$ cat src/rtl/fetch_pkg.sv
// Shared encodings for the instruction fetch stage.
// FSM states for the PC-to-instruction sequencer.
package fetch_pkg;

  localparam logic [2:0] S_IDLE    = 3'd0;
  localparam logic [2:0] S_FETCH0  = 3'd1;
  localparam logic [2:0] S_GAP     = 3'd2;
  localparam logic [2:0] S_FETCH1  = 3'd3;
  localparam logic [2:0] S_PRESENT = 3'd4;

  localparam int FETCH_MAX_BYTES = 2;

endpackage

$ cat src/rtl/fetch_mem_reader.sv
// Single memory read: registered request, ack capture and timeout.
// done/data/fault are valid only on the capture edge.
module fetch_mem_reader
  import fetch_pkg::*;
#(
  parameter int ADDR_W      = 8,
  parameter int DATA_W      = 8,
  parameter int MEM_TIMEOUT = 16
) (
  input  logic              clk,
  input  logic              reset,
  input  logic              start,
  input  logic [ADDR_W-1:0] addr,
  output logic              done,
  output logic [DATA_W-1:0] data,
  output logic              fault,
  output logic              mem_en,
  output logic [ADDR_W-1:0] mem_addr,
  input  logic              mem_do_ack,
  input  logic [DATA_W-1:0] mem_do
);

  localparam int CNT_W = $clog2(MEM_TIMEOUT + 2);

  logic              mem_en_q;
  logic [ADDR_W-1:0] mem_addr_q;
  logic [CNT_W-1:0]  cnt_q;
  logic              expire;

  // A timeout of zero never expires.
  assign expire = (MEM_TIMEOUT != 0) &&
                  (cnt_q == CNT_W'(MEM_TIMEOUT - 1));

  assign done  = mem_en_q && (mem_do_ack || expire);
  assign fault = mem_en_q && !mem_do_ack && expire;
  assign data  = fault ? '0 : mem_do;

  assign mem_en   = mem_en_q;
  assign mem_addr = mem_addr_q;

  always_ff @(posedge clk) begin
    if (reset) begin
      mem_en_q   <= 1'b0;
      mem_addr_q <= '0;
      cnt_q      <= '0;
    end else if (start) begin
      mem_en_q   <= 1'b1;
      mem_addr_q <= addr;
      cnt_q      <= '0;
    end else if (done) begin
      mem_en_q   <= 1'b0;
    end else if (mem_en_q) begin
      cnt_q      <= cnt_q + CNT_W'(1);
    end
  end

endmodule

$ cat src/rtl/fetch_stage.sv
// Fetch stage: four-phase PC request in, one or two memory
// reads, instruction presented on the DOR/ack handshake.
module fetch_stage
  import fetch_pkg::*;
#(
  parameter int ADDR_W      = 8,
  parameter int DATA_W      = 8,
  parameter int INSN_BYTES  = 1,
  parameter int MEM_TIMEOUT = 16
) (
  input  logic                         clk,
  input  logic                         reset,
  input  logic                         in_dir,
  input  logic [ADDR_W-1:0]            in_data,
  output logic                         in_ack,
  output logic                         out_dor,
  input  logic                         out_ack,
  output logic [DATA_W*INSN_BYTES-1:0] out_data,
  output logic                         out_fault,
  output logic                         mem_en,
  output logic                         mem_burst_en,
  output logic [ADDR_W-1:0]            mem_addr,
  output logic [DATA_W-1:0]            mem_di,
  input  logic                         mem_do_ack,
  input  logic [DATA_W-1:0]            mem_do
);

  localparam int OUT_W = DATA_W * INSN_BYTES;

  logic [2:0]        state_q, state_d;
  logic [ADDR_W-1:0] pc_q, pc_d;
  logic              in_ack_q, in_ack_d;
  logic              pend_q, pend_d;
  logic [OUT_W-1:0]  insn_q, insn_d;
  logic              flt_q, flt_d;
  logic              dor_q, dor_d;
  logic              ofl_q, ofl_d;
  logic [OUT_W-1:0]  odat_q, odat_d;

  logic              rd_done;
  logic              rd_fault;
  logic [DATA_W-1:0] rd_data;
  logic [ADDR_W-1:0] rd_addr;

  // The second read is launched from GAP, so its address is PC+1.
  assign rd_addr = (state_q == S_GAP) ? pc_q + ADDR_W'(1) : pc_q;

  fetch_mem_reader #(
    .ADDR_W      (ADDR_W),
    .DATA_W      (DATA_W),
    .MEM_TIMEOUT (MEM_TIMEOUT)
  ) u_rd (
    .clk        (clk),
    .reset      (reset),
    .start      (pend_q),
    .addr       (rd_addr),
    .done       (rd_done),
    .data       (rd_data),
    .fault      (rd_fault),
    .mem_en     (mem_en),
    .mem_addr   (mem_addr),
    .mem_do_ack (mem_do_ack),
    .mem_do     (mem_do)
  );

  always_comb begin
    state_d  = state_q;
    pc_d     = pc_q;
    in_ack_d = in_ack_q;
    pend_d   = pend_q;
    insn_d   = insn_q;
    flt_d    = flt_q;
    dor_d    = dor_q;
    ofl_d    = ofl_q;
    odat_d   = odat_q;
    if (!in_dir) in_ack_d = 1'b0;
    unique case (state_q)
      S_IDLE: begin
        if (in_dir && !in_ack_q) begin
          pc_d     = in_data;
          in_ack_d = 1'b1;
          pend_d   = 1'b1;
          flt_d    = 1'b0;
          state_d  = S_FETCH0;
        end
      end
      S_FETCH0, S_FETCH1: begin
        pend_d = 1'b0;
        if (rd_done) begin
          state_d = S_PRESENT;
          if (rd_fault) begin
            insn_d = '0;
            flt_d  = 1'b1;
          end else if (state_q == S_FETCH1) begin
            insn_d = OUT_W'({rd_data, insn_q[DATA_W-1:0]});
          end else begin
            insn_d = OUT_W'(rd_data);
            if (INSN_BYTES == 2) begin
              state_d = S_GAP;
              pend_d  = 1'b1;
            end
          end
        end
      end
      S_GAP: begin
        pend_d  = 1'b0;
        state_d = S_FETCH1;
      end
      S_PRESENT: begin
        if (!dor_q) begin
          dor_d  = 1'b1;
          odat_d = insn_q;
          ofl_d  = flt_q;
        end else if (out_ack) begin
          dor_d   = 1'b0;
          ofl_d   = 1'b0;
          state_d = S_IDLE;
        end
      end
      default: state_d = S_IDLE;
    endcase
  end

  always_ff @(posedge clk) begin
    if (reset) begin
      state_q  <= S_IDLE;
      pc_q     <= '0;
      in_ack_q <= 1'b0;
      pend_q   <= 1'b0;
      insn_q   <= '0;
      flt_q    <= 1'b0;
      dor_q    <= 1'b0;
      ofl_q    <= 1'b0;
      odat_q   <= '0;
    end else begin
      state_q  <= state_d;
      pc_q     <= pc_d;
      in_ack_q <= in_ack_d;
      pend_q   <= pend_d;
      insn_q   <= insn_d;
      flt_q    <= flt_d;
      dor_q    <= dor_d;
      ofl_q    <= ofl_d;
      odat_q   <= odat_d;
    end
  end

  assign in_ack       = in_ack_q;
  assign out_dor      = dor_q;
  assign out_fault    = ofl_q;
  assign out_data     = odat_q;
  assign mem_burst_en = 1'b0;
  assign mem_di       = '0;

endmodule

$ cat config.mk
export PLATFORM = sky130hd
export DESIGN_NAME = fetch_stage
export DESIGN_NICKNAME = d
export VERILOG_FILES = /design/src/rtl/fetch_pkg.sv /design/src/rtl/fetch_mem_reader.sv /design/src/rtl/fetch_stage.sv
export SDC_FILE = /design/constraint.sdc
export NUM_CORES = 1
export LEC_CHECK = 0
export ABC_AREA = 1
export CAP_MARGIN = 20
export CELL_PAD_IN_SITES_DETAIL_PLACEMENT = 1
export CELL_PAD_IN_SITES_GLOBAL_PLACEMENT = 2
export CORE_MARGIN = 10
export CORE_UTILIZATION = 28
export DETAILED_ROUTE_END_ITERATION = 7
export GPL_TIMING_DRIVEN = 0
export PLACE_DENSITY = 0.87
export SLEW_MARGIN = 20
export SYNTH_ARGS = -nofsm -noshare
export SYNTH_HDL_FRONTEND = slang
export SYNTH_SLANG_ARGS = --single-unit
export TNS_END_PERCENT = 50
$ cat constraint.sdc
create_clock -name clk -period 2.01 [get_ports clk]
set_input_delay 0.3015 -clock clk [delete_from_list [all_inputs] [get_ports clk]]
set_output_delay 0.3015 -clock clk [all_outputs]
set_load 0.05 [all_outputs]
## Yosys cells after proc, flatten, opt, wreduce, memory -nomap -nowiden

Cells that the tools add are included.

- Register bits: 46
- Input bits: 21
- Output and inout bits: 29
- Logic and storage cells: 73

- $add $sub $neg: 2
- Equal/unequal tests: 12
- Multiplexer cells: 23
- Bitwise operators: 2
- Reduce and logical (&&, ||, !) cells: 22

Operators by type and width:

| kind | number |
|---|---|
| 8-bit two-way mux | 3 |
| 2-bit inequality test (second input constant) | 7 |
| 1-bit two-way mux | 13 |
| 3-bit two-way mux | 4 |
| 3-bit case mux with 4 select lines | 1 |
| 2-bit AND reduction | 5 |
| 8-bit by 1-bit adder with 8-bit output (second input constant) | 1 |
| 4-bit AND reduction | 2 |
| 3-bit by 2-bit equality test with 1-bit output (second input constant) | 2 |
| 2-bit nonzero test | 3 |
| 5-bit by 1-bit adder with 5-bit output (second input constant) | 1 |
| 5-bit by 4-bit equality test with 1-bit output (second input constant) | 1 |
| 1-bit logical AND | 4 |
| 1-bit case mux with 2 select lines | 2 |
| 2-bit OR reduction | 2 |
| 3-bit by 1-bit equality test with 1-bit output (second input constant) | 1 |
| 3-bit equality test (second input constant) | 1 |
| 3-bit logical NOT | 1 |
| 3-bit AND reduction | 1 |
| 3-bit OR reduction | 1 |
| 1-bit logical NOT | 2 |
| 1-bit inverter | 2 |
| 1-bit logical OR | 1 |

## Longest topological paths before layout

- Depth after elaboration: 6
- Gate-level depth with buffers: 10
- Depth with buffers taken out: 10

## Modules after synthesis

From an unflattened synthesis, not the netlist that was laid out.

- Cell total of the unflattened synthesis: 306
- Area total of the unflattened synthesis: 2108.3 sq um

Modules (own cells, without submodules):

| module | times used | cells an instance | area an instance (sq um) | sequential area each (sq um) |
|---|---|---|---|---|
| fetch_stage | 1 | 210 | 1462.7 | 640.6 |
| fetch_mem_reader | 1 | 96 | 645.6 | 280.3 |

## Least setup slack after synthesis

Ideal clock, no wire load.

- Path type: register to register
- Start point: reg u_rd.cnt_q[0]
- End point: reg insn_q[3]
- Setup time: 0.113 ns
- Arrival: 1.479 ns
- Required time: 1.897 ns
- Setup slack: 0.418 ns
- Stages on the path, launching flop included: 11
- Path buffers: 1
- Period minus slack after synthesis: 1.592 ns
- Cells stage by stage: dfxtp_1 -> ha_1 -> inv_1 -> nor2_1 -> ha_1 -> nand3_4 -> nand2_4 -> buf_8 -> nand3_1 -> nand2_1 -> nor2_1

- Word-level cells in the longest chain between the ends: 4
- Elaborated cells on any way between the ends: 7
- Those cells by class: 2 x eq/ne; 1 x mux; 4 x reduce/logical

RTL lines:

| what | RTL line | RTL |
|---|---|---|
| start, declared | fetch_mem_reader.sv:27 | `logic [CNT_W-1:0] cnt_q;` |
| start signal, assigned | fetch_mem_reader.sv:53 | `cnt_q <= cnt_q + CNT_W'(1);` |
| 5-bit by 4-bit equality test with 1-bit output * | fetch_mem_reader.sv:32 | `(cnt_q == CNT_W'(MEM_TIMEOUT - 1));` |
| 1-bit logical AND / 1-bit logical OR (equally long branches) | fetch_mem_reader.sv:35, fetch_mem_reader.sv:34 |  |
| 2-bit inequality test (no source line) / 1-bit logical AND (equally long branches) | - |  |
| 3-bit AND reduction (no source line) | - |  |
| end signal, assigned | fetch_stage.sv:140 | `insn_q <= insn_d;` |
| end, declared | fetch_stage.sv:34 | `logic [OUT_W-1:0] insn_q, insn_d;` |

Mark *: on every way between the ends. The rest lies on a longest branch, timed or not.
A chain may end at the register's enable or synchronous reset.

## Final worst setup path

- Start point: reg odat_q[7], in the netlist out_data[7]
- End point: out out_data[7]

RTL lines:

| what | RTL line | RTL |
|---|---|---|
| start, declared | fetch_stage.sv:38 | `logic [OUT_W-1:0] odat_q, odat_d;` |
| start signal, assigned | fetch_stage.sv:144 | `odat_q <= odat_d;` |
| end, declared | fetch_stage.sv:18 | `output logic [DATA_W*INSN_BYTES-1:0] out_data,` |

No word-level cell between the ends.

==> flow_metrics.env <==
export IMPL_postCtsSetupRepairBufs=0
export IMPL_yosysMostFrequentCell="nand2_1"
export IMPL_clock_sinks=46
export IMPL_synthCells=283
export IMPL_outcome="complete, no violations"
export IMPL_holdPathEnd="state_q[2]$_SDFFE_PP0P_"
export IMPL_io_pins=50
export IMPL_critPathTopFamily="buffers and inverters"
export IMPL_grt_pass1_vias=1996
export IMPL_gr_usage_all_layers_pct=9.81
export IMPL_crit_start="out_data[7]$_SDFFE_PP0P_"
export IMPL_met3_usage_pct=4.25
export IMPL_worstMarginPinSlew_ps=524
export IMPL_numCtsBuffers=5
export IMPL_critPathMaxFanout=2
export IMPL_post_route_drc_count=0
export IMPL_place_area_um2=2710
export IMPL_synth_edf_count=0
export IMPL_powerDensity_nw_per_um2=761
export IMPL_rsz0062_at_grt="false"
export IMPL_synth_warning_count=0
export IMPL_avgSynthCellArea_um2=7.64
export IMPL_initialDrtViolationCount=43
export IMPL_drtPass1Iterations=4
export IMPL_vdd_drop_max_mv=0.347
export IMPL_grt_overflow=0
export IMPL_fin_nets=361
export IMPL_yosys_top_cells_area="dfxtp_1 43%, nand2_1 10%, nor2_1 6.4%"
export IMPL_drt_wl_total_mm=5.50
export IMPL_die_h_um=108
export IMPL_fillers=935
export IMPL_start_util_pct=29.4
export IMPL_min_path_cells=2
export IMPL_grt_busiest_layer="met2"
export IMPL_syn_cell_area_um2=2160
export IMPL_path_class="flop to primary output"
export IMPL_die_area_um2=11600
export IMPL_wl_per_cell_um=12.6
export IMPL_cts_root_buf="clkbuf_8"
export IMPL_hpwl_mm=4.36
export IMPL_io_buffer_count=39
export IMPL_grt_first_pass_wirelength_mm=9.37
export IMPL_async_flop_share_pct=0
export IMPL_grt_util_met1_pct=11.2
export IMPL_period_needed_ps=1790
export IMPL_min_from="reset"
export IMPL_clk_pin_slew_worst_paths_ps=80
export IMPL_layout_drive_gt1_share_pct=14.2
export IMPL_vias=1908
export IMPL_gp_congestion=0.768
export IMPL_start_kind="flop"
export IMPL_r2r_end="insn_q[3]$_SDFFE_PP0P_"
export IMPL_leakagePower_nw=1.23
export IMPL_grtUsageMet2_pct=16.1
export IMPL_ctsLongestPathBuffers=2
export IMPL_worstPathRequired_ps=1710
export IMPL_cts_tree="built"
export IMPL_grt_max_degree=14
export IMPL_fin_area_um2=2820
export IMPL_final_antenna_net_count=0
export IMPL_synth_top_cell_area_share_pct=42.6
export IMPL_reg2reg_depth=10
export IMPL_drv_cap=0
export IMPL_antenna_found_initial=0
export IMPL_die_x_um=108
export IMPL_clk_insertion_delay_late_ps=300
export IMPL_rows=31
export IMPL_hold_viol_final=0
export IMPL_yosysSeqAreaShare_pct=42.6
export IMPL_setup_violations=0
export IMPL_crit_chain="clkdlybuf4s50_1"
export IMPL_reg2reg_setup_slack_ps=230
export IMPL_core_um2=7370
export IMPL_slowest_stage="clkdlybuf4s50_1"
export IMPL_drv_slew=0
export IMPL_holdCritPathClass="primary input to flop"
export IMPL_antenna_cells=0
export IMPL_synthFlopType="dfxtp_1"
export IMPL_total_power_mw=2.14
export IMPL_final_setup_worst_slack_ps=222
export IMPL_slowest_delay_ps=820
export IMPL_critPathCaptureType="primary output"
export IMPL_timing_critical_path_buf_inv=1
export IMPL_r2r_start="u_rd.cnt_q[1]$_SDFFE_PP0P_"
export IMPL_setup_tns_ps=0
export IMPL_ys_ff_latch=46
export IMPL_slew_headroom_pct=65.0
export IMPL_netlist_top_cell_by_area="dfxtp_1"
export IMPL_fin_util_pct=38.3
export IMPL_preCtsSetupSlack_ps=235
export IMPL_avgViaCountPerCell=4.37
export IMPL_period_share_pct=89.0
export IMPL_skew_ps=8.89
export IMPL_cts_htree_levels=2
export IMPL_fmax_mhz=559
export IMPL_syn_to_final_growth_pct=30.3
export IMPL_netlist_top_cells_count="58 x nand2_1, 46 x dfxtp_1, 37 x nor2_1"
export IMPL_crit_arrival_ps=1490
export IMPL_synthDistinctLibCells=27
==> layout by cell type (no fill, tap or decap) <==
cell type        netlist  routed
a21oi_1               18      18
a21oi_2                9       9
buf_12                 1       1
buf_2                  3       3
buf_4                 10      10
buf_8                  1       1
bufinv_16              0       1
clkbuf_1               1       3
clkbuf_8               0       5
clkdlybuf4s50_1        0      37
conb_1                 1       9
dfxtp_1               46      46
dlymetal6s2s_1         0       2
ha_1                   3       3
inv_1                 23      23
inv_2                  6       6
nand2_1               58      58
nand2_2                1       1
nand2_4                1       1
nand3_1               23      23
nand3_4                2       2
nand4_1                2       2
nand4_4                1       1
nor2_1                37      37
nor2_2                 1       1
nor2_4                 4       4
nor2_8                 1       1
nor3_1                 1       1
o21ai_0               27      27
o21ai_4                1       1
xor2_1                 1       1
==> worst max path at each step <==
stage / endpoint / slack [ps] / cells past startpoint
after detailed placement: insn_q[3]$_SDFFE_PP0P_ / 240 / 10
after global routing: insn_q[3]$_SDFFE_PP0P_ / 70 / 10
final: out_data[7] / 220 / 1
after CTS: mem_en / 9 / 1
after global placement: insn_q[3]$_SDFFE_PP0P_ / 240 / 10
after floorplan: insn_q[3]$_SDFFE_PP0P_ / 420 / 10
==> per-stage QoR <==
stage	std cells	hold WS, ps
final	437	293
after global routing	437	290
after CTS	437	287
after detailed placement	429	442
after global placement	429	436
after floorplan	291	422
==> per-layer routing <==
metal	vias up	routed length [um]
met4	0	61
met2	38	2520
met3	7	384
li1	1000	-
met1	863	2530
met5	-	0
==> flip-flops by register name, summed over array words and instances, names as in the netlist <==
signal and flops:
insn_q 8, out_data 8, pc_q 8, u_rd.mem_addr 8, u_rd.cnt_q 5, state_q 3
flt_q 1, in_ack 1, out_dor 1, out_fault 1, pend_q 1, u_rd.mem_en 1
==> where the power goes <==
group	internal, mW	switching, mW
combinational	0.162	0.283
sequential	0.971	0.0518
clock	0.372	0.304
total	1.51	0.639
==> cell type report <==
class	count	area (um^2)	share of cell area [%]
sequential	46	921	32.7
clock buffer	7	76.3	2.71
buffer	16	129	4.57
clock inverter	1	30.0	1.07
multi-input combinational	200	1030	36.7
inverter	29	109	3.86
timing repair buffer	39	395	14.0
tap	99	124	4.39
==> timing repair <==
action	4_1_cts	5_1_grt
hold buffers	0	0
setup endpoints to repair	0	2
resized for setup	0	2
==> kinds of logic after synthesis <==
| family | synth area share, % |
|---|---|
| buffers and inverters | 11.0 |
| AND/OR/NAND/NOR | 29.3 |
| flip-flops | 42.6 |
| adder cells (fa/ha/maj) | 1.74 |
| XOR/XNOR | 0.405 |
| AO/OA/AOI/OAI | 14.8 |
| other | 0.173 |
No activity file was read; power rests on OpenSTA's default activity.
